$ cat src/rtl/cnn_pkg.sv
// Shared definitions for the CNN instruction sequencer: opcodes, FSM states
// and instruction field geometry.
package cnn_pkg;

    localparam int OPC_W    = 4;
    localparam int LOOP_R_W = 8;

    localparam logic [OPC_W-1:0] OP_NOP  = 4'd0;
    localparam logic [OPC_W-1:0] OP_LOOP = 4'd14;
    localparam logic [OPC_W-1:0] OP_HALT = 4'd15;

    typedef enum logic [2:0] {
        ST_IDLE,
        ST_FETCH,
        ST_EXEC,
        ST_ISSUE,
        ST_WAIT_DONE,
        ST_DONE
    } state_e;

endpackage

$ cat src/rtl/cnn_instr_sequencer_if.sv
// Instruction-memory read port and execution-unit dispatch handshake of the
// sequencer; master is the sequencer, slave is the memory/unit side.
interface cnn_instr_sequencer_if #(
    parameter int ADDR_WIDTH  = 8,
    parameter int INSTR_WIDTH = 32,
    parameter int NUM_UNITS   = 4
);
    logic                   imem_en;
    logic [ADDR_WIDTH-1:0]  imem_addr;
    logic [INSTR_WIDTH-1:0] imem_rdata;
    logic [NUM_UNITS-1:0]   unit_valid;
    logic [INSTR_WIDTH-5:0] unit_operand;
    logic [NUM_UNITS-1:0]   unit_ready;
    logic [NUM_UNITS-1:0]   unit_done;

    modport master (
        output imem_en, imem_addr, unit_valid, unit_operand,
        input  imem_rdata, unit_ready, unit_done
    );

    modport slave (
        input  imem_en, imem_addr, unit_valid, unit_operand,
        output imem_rdata, unit_ready, unit_done
    );
endinterface

$ cat src/rtl/cnn_loop_ctrl.sv
// Single-level hardware loop: repeat counter, active flag and the PC that
// follows a LOOP instruction.
module cnn_loop_ctrl
    import cnn_pkg::*;
#(
    parameter int ADDR_WIDTH = 8
) (
    input  logic                  clk_i,
    input  logic                  rst_i,
    input  logic                  clear_i,
    input  logic                  loop_exec_i,
    input  logic [ADDR_WIDTH-1:0] pc_i,
    input  logic [ADDR_WIDTH-1:0] target_i,
    input  logic [LOOP_R_W-1:0]   repeat_i,
    output logic [ADDR_WIDTH-1:0] next_pc_o
);
    logic [LOOP_R_W-1:0] loop_cnt_q, loop_cnt_d, cnt_eff;
    logic                loop_active_q, loop_active_d;

    always_comb begin
        // A fresh LOOP (nothing in flight) picks up its repeat count from the operand.
        cnt_eff       = (loop_cnt_q == '0 && !loop_active_q) ? repeat_i : loop_cnt_q;
        next_pc_o     = (cnt_eff != '0) ? target_i : pc_i + 1'b1;
        loop_cnt_d    = loop_cnt_q;
        loop_active_d = loop_active_q;
        if (clear_i) begin
            loop_cnt_d    = '0;
            loop_active_d = 1'b0;
        end else if (loop_exec_i) begin
            if (cnt_eff != '0) begin
                loop_cnt_d    = cnt_eff - 1'b1;
                loop_active_d = 1'b1;
            end else begin
                loop_active_d = 1'b0;
            end
        end
    end

    always_ff @(posedge clk_i) begin
        if (rst_i) begin
            loop_cnt_q    <= '0;
            loop_active_q <= 1'b0;
        end else begin
            loop_cnt_q    <= loop_cnt_d;
            loop_active_q <= loop_active_d;
        end
    end

endmodule

$ cat src/rtl/cnn_instr_sequencer.sv
// CNN accelerator instruction sequencer: fetches a program from instruction
// memory and dispatches unit instructions over a valid/ready/done handshake.
module cnn_instr_sequencer
    import cnn_pkg::*;
#(
    parameter int ADDR_WIDTH  = 8,
    parameter int INSTR_WIDTH = 32,
    parameter int COUNT_WIDTH = 16,
    parameter int NUM_UNITS   = 4
) (
    input  logic                   s_clk,
    input  logic                   reset,
    input  logic                   start,
    input  logic [ADDR_WIDTH-1:0]  initial_instruction_address,
    input  logic [COUNT_WIDTH-1:0] number_instrs,
    cnn_instr_sequencer_if.master  bus,
    output logic                   busy,
    output logic                   done,
    output logic                   error,
    output logic [ADDR_WIDTH-1:0]  pc,
    output logic [COUNT_WIDTH-1:0] instr_count
);
    localparam int               OPD_W = INSTR_WIDTH - OPC_W;
    localparam logic [OPC_W-1:0] NU    = OPC_W'(NUM_UNITS);

    state_e                 state_q, state_d;
    logic [ADDR_WIDTH-1:0]  pc_q, pc_d, loop_pc;
    logic [COUNT_WIDTH-1:0] cnt_q, cnt_d, num_q, num_d, cnt_inc;
    logic                   err_q, err_d;
    logic [OPC_W-1:0]       sel_q, sel_d, op;
    logic [OPD_W-1:0]       opd_q, opd_d, opd_in;
    logic [NUM_UNITS-1:0]   sel_oh;
    logic                   is_unit, start_ok, xfer, sel_done;

    assign op       = bus.imem_rdata[INSTR_WIDTH-1 -: OPC_W];
    assign opd_in   = bus.imem_rdata[OPD_W-1:0];
    assign is_unit  = (op != OP_NOP) && (op <= NU);
    assign start_ok = (state_q == ST_IDLE) && start;
    assign cnt_inc  = (cnt_q < num_q) ? cnt_q + 1'b1 : cnt_q;
    assign sel_oh   = NUM_UNITS'(1) << sel_q;
    assign xfer     = (state_q == ST_ISSUE) && |(sel_oh & bus.unit_ready);
    assign sel_done = |(sel_oh & bus.unit_done);

    cnn_loop_ctrl #(.ADDR_WIDTH(ADDR_WIDTH)) u_loop (
        .clk_i       (s_clk),
        .rst_i       (reset),
        .clear_i     (start_ok),
        .loop_exec_i ((state_q == ST_EXEC) && (op == OP_LOOP)),
        .pc_i        (pc_q),
        .target_i    (opd_in[ADDR_WIDTH-1:0]),
        .repeat_i    (opd_in[ADDR_WIDTH +: LOOP_R_W]),
        .next_pc_o   (loop_pc)
    );

    always_ff @(posedge s_clk) begin
        if (reset) state_q <= ST_IDLE;
        else       state_q <= state_d;
    end

    always_comb begin
        state_d = state_q;
        pc_d    = pc_q;
        cnt_d   = cnt_q;
        num_d   = num_q;
        err_d   = err_q;
        sel_d   = sel_q;
        opd_d   = opd_q;
        unique case (state_q)
            ST_IDLE: begin
                if (start) begin
                    pc_d    = initial_instruction_address;
                    num_d   = number_instrs;
                    cnt_d   = '0;
                    err_d   = 1'b0;
                    state_d = (number_instrs == '0) ? ST_DONE : ST_FETCH;
                end
            end
            ST_FETCH: state_d = ST_EXEC;
            ST_EXEC: begin
                cnt_d = cnt_inc;
                if (op == OP_HALT) begin
                    state_d = ST_DONE;
                end else if (op == OP_LOOP || op == OP_NOP) begin
                    pc_d    = (op == OP_LOOP) ? loop_pc : pc_q + 1'b1;
                    state_d = (cnt_inc == num_q) ? ST_DONE : ST_FETCH;
                end else if (is_unit) begin
                    sel_d   = op - 1'b1;
                    opd_d   = opd_in;
                    state_d = ST_ISSUE;
                end else begin
                    err_d   = 1'b1;
                    state_d = ST_DONE;
                end
            end
            ST_ISSUE: begin
                if (xfer) begin
                    pc_d = pc_q + 1'b1;
                    // A unit that finishes in the accept cycle needs no WAIT_DONE visit.
                    if (sel_done) state_d = (cnt_q == num_q) ? ST_DONE : ST_FETCH;
                    else          state_d = ST_WAIT_DONE;
                end
            end
            ST_WAIT_DONE: begin
                if (sel_done) state_d = (cnt_q == num_q) ? ST_DONE : ST_FETCH;
            end
            ST_DONE: state_d = ST_IDLE;
            default: state_d = ST_IDLE;
        endcase
    end

    always_ff @(posedge s_clk) begin
        if (reset) begin
            pc_q  <= '0;
            cnt_q <= '0;
            num_q <= '0;
            err_q <= 1'b0;
            sel_q <= '0;
            opd_q <= '0;
        end else begin
            pc_q  <= pc_d;
            cnt_q <= cnt_d;
            num_q <= num_d;
            err_q <= err_d;
            sel_q <= sel_d;
            opd_q <= opd_d;
        end
    end

    always_comb begin
        bus.imem_en      = (state_q == ST_FETCH);
        bus.imem_addr    = pc_q;
        bus.unit_valid   = (state_q == ST_ISSUE) ? sel_oh : '0;
        bus.unit_operand = opd_q;
        busy             = (state_q != ST_IDLE);
        done             = (state_q == ST_DONE);
        error            = err_q;
        pc               = pc_q;
        instr_count      = cnt_q;
    end

endmodule
$ cat src/flat_wrapper.sv
// flat-port wrapper written by rule: the top's interface ports become plain ports
module cnn_instr_sequencer_flat import cnn_pkg::*;
#(
    parameter int ADDR_WIDTH  = 8,
    parameter int INSTR_WIDTH = 32,
    parameter int COUNT_WIDTH = 16,
    parameter int NUM_UNITS   = 4
)
  (s_clk, reset, start, initial_instruction_address, number_instrs, busy, done, error, pc, instr_count, bus_imem_en, bus_imem_addr, bus_unit_valid, bus_unit_operand, bus_imem_rdata, bus_unit_ready, bus_unit_done);
  cnn_instr_sequencer_if #(.ADDR_WIDTH(ADDR_WIDTH), .INSTR_WIDTH(INSTR_WIDTH), .NUM_UNITS(NUM_UNITS)) bus_i ();
  input  logic s_clk;
  input  logic reset;
  input  logic start;
  input  logic [ADDR_WIDTH-1:0] initial_instruction_address;
  input  logic [COUNT_WIDTH-1:0] number_instrs;
  output logic busy;
  output logic done;
  output logic error;
  output logic [ADDR_WIDTH-1:0] pc;
  output logic [COUNT_WIDTH-1:0] instr_count;
  output wire logic [$bits(bus_i.imem_en)-1:0] bus_imem_en;
  output wire logic [$bits(bus_i.imem_addr)-1:0] bus_imem_addr;
  output wire logic [$bits(bus_i.unit_valid)-1:0] bus_unit_valid;
  output wire logic [$bits(bus_i.unit_operand)-1:0] bus_unit_operand;
  input wire logic [$bits(bus_i.imem_rdata)-1:0] bus_imem_rdata;
  input wire logic [$bits(bus_i.unit_ready)-1:0] bus_unit_ready;
  input wire logic [$bits(bus_i.unit_done)-1:0] bus_unit_done;
  assign bus_imem_en = bus_i.imem_en;
  assign bus_imem_addr = bus_i.imem_addr;
  assign bus_unit_valid = bus_i.unit_valid;
  assign bus_unit_operand = bus_i.unit_operand;
  assign bus_i.imem_rdata = bus_imem_rdata;
  assign bus_i.unit_ready = bus_unit_ready;
  assign bus_i.unit_done = bus_unit_done;
  cnn_instr_sequencer #(.ADDR_WIDTH(ADDR_WIDTH), .INSTR_WIDTH(INSTR_WIDTH), .COUNT_WIDTH(COUNT_WIDTH), .NUM_UNITS(NUM_UNITS)) u_core (.s_clk(s_clk), .reset(reset), .start(start), .initial_instruction_address(initial_instruction_address), .number_instrs(number_instrs), .bus(bus_i), .busy(busy), .done(done), .error(error), .pc(pc), .instr_count(instr_count));
endmodule
$ cat config.mk
export PLATFORM = sky130hd
export DESIGN_NAME = cnn_instr_sequencer_flat
export DESIGN_NICKNAME = d
export VERILOG_FILES = /design/src/rtl/cnn_pkg.sv /design/src/rtl/cnn_instr_sequencer_if.sv /design/src/rtl/cnn_loop_ctrl.sv /design/src/rtl/cnn_instr_sequencer.sv /design/src/flat_wrapper.sv
export SDC_FILE = /design/constraint.sdc
export NUM_CORES = 1
export LEC_CHECK = 0
export CAP_MARGIN = 40
export CORE_ASPECT_RATIO = 0.5
export CORE_UTILIZATION = 49
export DETAILED_ROUTE_END_ITERATION = 8
export PLACE_DENSITY_LB_ADDON = 0.2
export SLEW_MARGIN = 25
export SYNTH_ARGS = -nofsm -noshare
export SYNTH_HDL_FRONTEND = slang
export SYNTH_SLANG_ARGS = --single-unit
$ cat constraint.sdc
create_clock -name s_clk -period 2.65 [get_ports s_clk]
set_input_delay 0.265 -clock s_clk [delete_from_list [all_inputs] [get_ports s_clk]]
set_output_delay 0.265 -clock s_clk [all_outputs]
set_load 0.05 [all_outputs]
==> results.py <==
metrics = {
    "clocking": {
        "clockBufferDepth": 2,
        "cts_tree": "built",
        "cts_max_level": 3,
        "numCtsBuffers": 9,
        "cts.sinks": 85,
        "hold_buffers": 0,
        "cts.root.buffer_cell": "clkbuf_16",
        "clk_pin_slew_worst_paths_ps": 70,
        "insertion_delay_ps": 350,
    },
    "pwr": {
        "p_leak_nw": 2.718,
        "powerDensity_mw_per_mm2": 526.5,
        "fin_total_pwr_mw": 3.870,
        "ir_worst_vdd_v": 0.0003770,
    },
    "final_layout": {
        "fill_cells": 732,
        "final_layout_size_suffix_gt1_share_pct": 16.65,
        "n_antenna_cell": 0,
        "nets": 915,
        "area_growth_pct": 45.42,
        "finalNonFillerCells": 964,
        "fin_area_mm2": 0.007351,
        "fin_util_pct": 75.56,
    },
    "sta": {
        "finalMaxSlewViolations": 0,
        "hold_viol_final": 0,
        "maxSlewHeadroom_pct": 46.11,
        "min_period_over_period_pct": 97.85,
        "skew_ps": 4.883,
        "tns_ps": 0,
        "setup_violations": 0,
        "max_clock_freq_mhz": 385.7,
        "fin_crit_ps": 2593,
        "grt_setup_unrepaired": "true",
        "max_slew.worst_pin.slew_ps": 808.3,
    },
    "placement": {
        "dpl.hpwl_um": 11120,
        "post_dp_cell_area_mm2": 0.006789,
        "portBuffers": 134,
        "dpl.cell_count": 940,
        "gp_congestion": 0.9490,
    },
    "route": {
        "postRouteAntennaNets": 0,
        "viasPerCell": 5.775,
        "drtIter0Drc": 433,
        "dr.pass1.iters": 5,
        "num_vias": 5567,
        "totalWireLength_um": 15600,
        "wl_per_cell_um": 16.18,
        "post-route-drc-count": 0,
    },
    "logic_synthesis": {
        "synth_ff_type": "dfxtp_1",
        "synth.distinct_cells": 64,
        "ys_top_cells_by_count": "nand2_1 (137), dfxtp_1 (85), a21oi_1 (75), nor2_1 (57), inv_1 (24)",
        "synth_edf_count": 0,
        "syn-cell-area_mm2": 0.005055,
        "yosysTopAreaCellShare_pct": 33.66,
        "avgSynthCellArea_um2": 7.636,
        "yosys-top-cells-area": "dfxtp_1 (34%), nand2_1 (10%), a21oi_1 (7.4%)",
        "synth_seq_cells": 85,
        "seq_area_frac_synth_pct": 33.66,
        "synth.most_common_cell": "nand2_1",
        "synth_warnings": 0,
        "async_flop_share_pct": 0,
        "syn_inst": 662,
        "synth_fp_nets": 752,
        "yosysTopAreaCell": "dfxtp_1",
    },
    "critical_path": {
        "endpoint_kind": "flip-flop",
        "cp_data_required_time_ps": 2910,
        "worstSetupPathType": "flip-flop to flip-flop",
        "cp.arrival_ps": 2850,
        "critPathLaunchType": "flip-flop",
        "cp_max_fo": 6,
        "rrSetupSlack_ps": 60,
    },
    "floorplan": {
        "coreArea_mm2": 0.009728,
        "fp-row-count": 25,
        "die_area_mm2": 0.01075,
        "start_util_pct": 51.96,
        "die_w_um": 145.6,
        "die_y_um": 73.82,
        "ios": 135,
    },
    "global_routing": {
        "grt_usage_pct": 28.30,
        "first_global_vias": 4730,
        "grt_max_degree": 76,
        "globalRouteOverflowTotal": 0,
        "grt_pass1_wl_um": 23830,
        "antenna_found_initial": 0,
    },
    "outcome": {
        "status": "complete, no violations",
    },
    "worst_hold_path": {
        "min_path_type": "input port to flip-flop",
    },
    "run": {
        "cap_violations": 0,
    },
}
[path summary, 6_finish.rpt]
kind                                     end  depth (start not counted)                        from
setup / recovery           u_core.state_q[2]                         10      u_core.instr_count[15]
hold / removal             u_core.state_q[2]                          4                       reset
setup reg to reg           u_core.state_q[2]                         10      u_core.instr_count[15]
hold reg to reg   u_core.bus.unit_operand[3]                          2  u_core.bus.unit_operand[3]
[power breakdown]
group	leakage, nW	internal (mW)	switching, mW
clock	0.149	0.826	0.549
combinational	1.87	0.457	0.634
sequential	0.698	1.34	0.0671
[metrics by stage]
| step | hold WS, ps | setup slack [ps] |
|---|---|---|
| finish | 308.8 | 57.08 |
| global route | 381.7 | -56.21 |
| CTS | 271.6 | 3.096 |
| detailed placement | 445.5 | -287.8 |
| global placement | 441.4 | -177.6 |
| floorplan | 360.6 | 4.912 |
[cells in the final DEF, fill, tap and decap left out, types with 9 or more instances in the layout]
cell / synthesis / layout
clkbuf_16: 0 / 9
and3_1: 13 / 11
nand2_1: 137 / 137
ha_1: 23 / 19
inv_1: 24 / 22
clkdlybuf4s50_1: 0 / 129
a21oi_1: 75 / 75
a311oi_1: 14 / 14
nand3_1: 10 / 9
o21ai_0: 22 / 22
dfxtp_1: 85 / 67
buf_4: 9 / 60
dfxtp_2: 0 / 18
nor2_1: 57 / 56
xnor2_1: 20 / 20
[repair_timing]
item                                    CTS  global route
pin swaps                                 1            10
gates cloned                              0             1
resized for setup                         6            28
endpoints found under the setup margin    3            12
buffers inserted                          0             8
[flip-flops by register name, indices dropped and copies added, names as in the netlist]
| signal | flops |
|---|---|
| u_core.bus.imem_addr | 8 |
| u_core.bus.unit_operand | 28 |
| u_core.error | 1 |
| u_core.instr_count | 16 |
| u_core.num_q | 16 |
| u_core.sel_q | 4 |
| u_core.state_q | 3 |
| u_core.u_loop.loop_active_q | 1 |
| u_core.u_loop.loop_cnt_q | 8 |
[per-layer routing]
layer  share of wire [%]  global-route usage (%)  up-vias  wire [um]
met5                   0                       0        -          0
met4                 2.0                   8.889        0        314
met3                 8.8                   6.646       41       1380
met2                  46                   48.02      279       7233
met1                  43                   36.15     2597       6671
li1                    -                       -     2650          -
[cell type report]
cell class                 instances  area, um2  area share (%)
multi-input combinational        511       3227           43.90
inverter                          24      90.09           1.226
sequential                        85       1724           23.46
clock inverter                     5      85.08           1.157
clock buffer                      10      229.0           3.115
tap                              135      168.9           2.298
timing repair buffer             194       1827           24.85
[worst max-delay path, cell delays in order (launching register included)]
cell,delay [ps]
dfxtp_2,350
ha_1,330
a21oi_1,170
o21ai_0,200
a21oi_4,250
and3_4,270
buf_4,120
nand4_1,140
xnor2_1,230
nand3_1,120
o41ai_2,320
[cells by family after synthesis]
logic type      Yosys count  share of synthesized area (%)
compound gates          165                          21.29
fa+ha+maj                23                          5.693
flops                    85                          33.66
xor+xnor                 29                          5.025
simple gates            285                          25.89
buf+inv                  67                          6.312
mux                       8                          2.129
(Power assumes the default switching activity.)
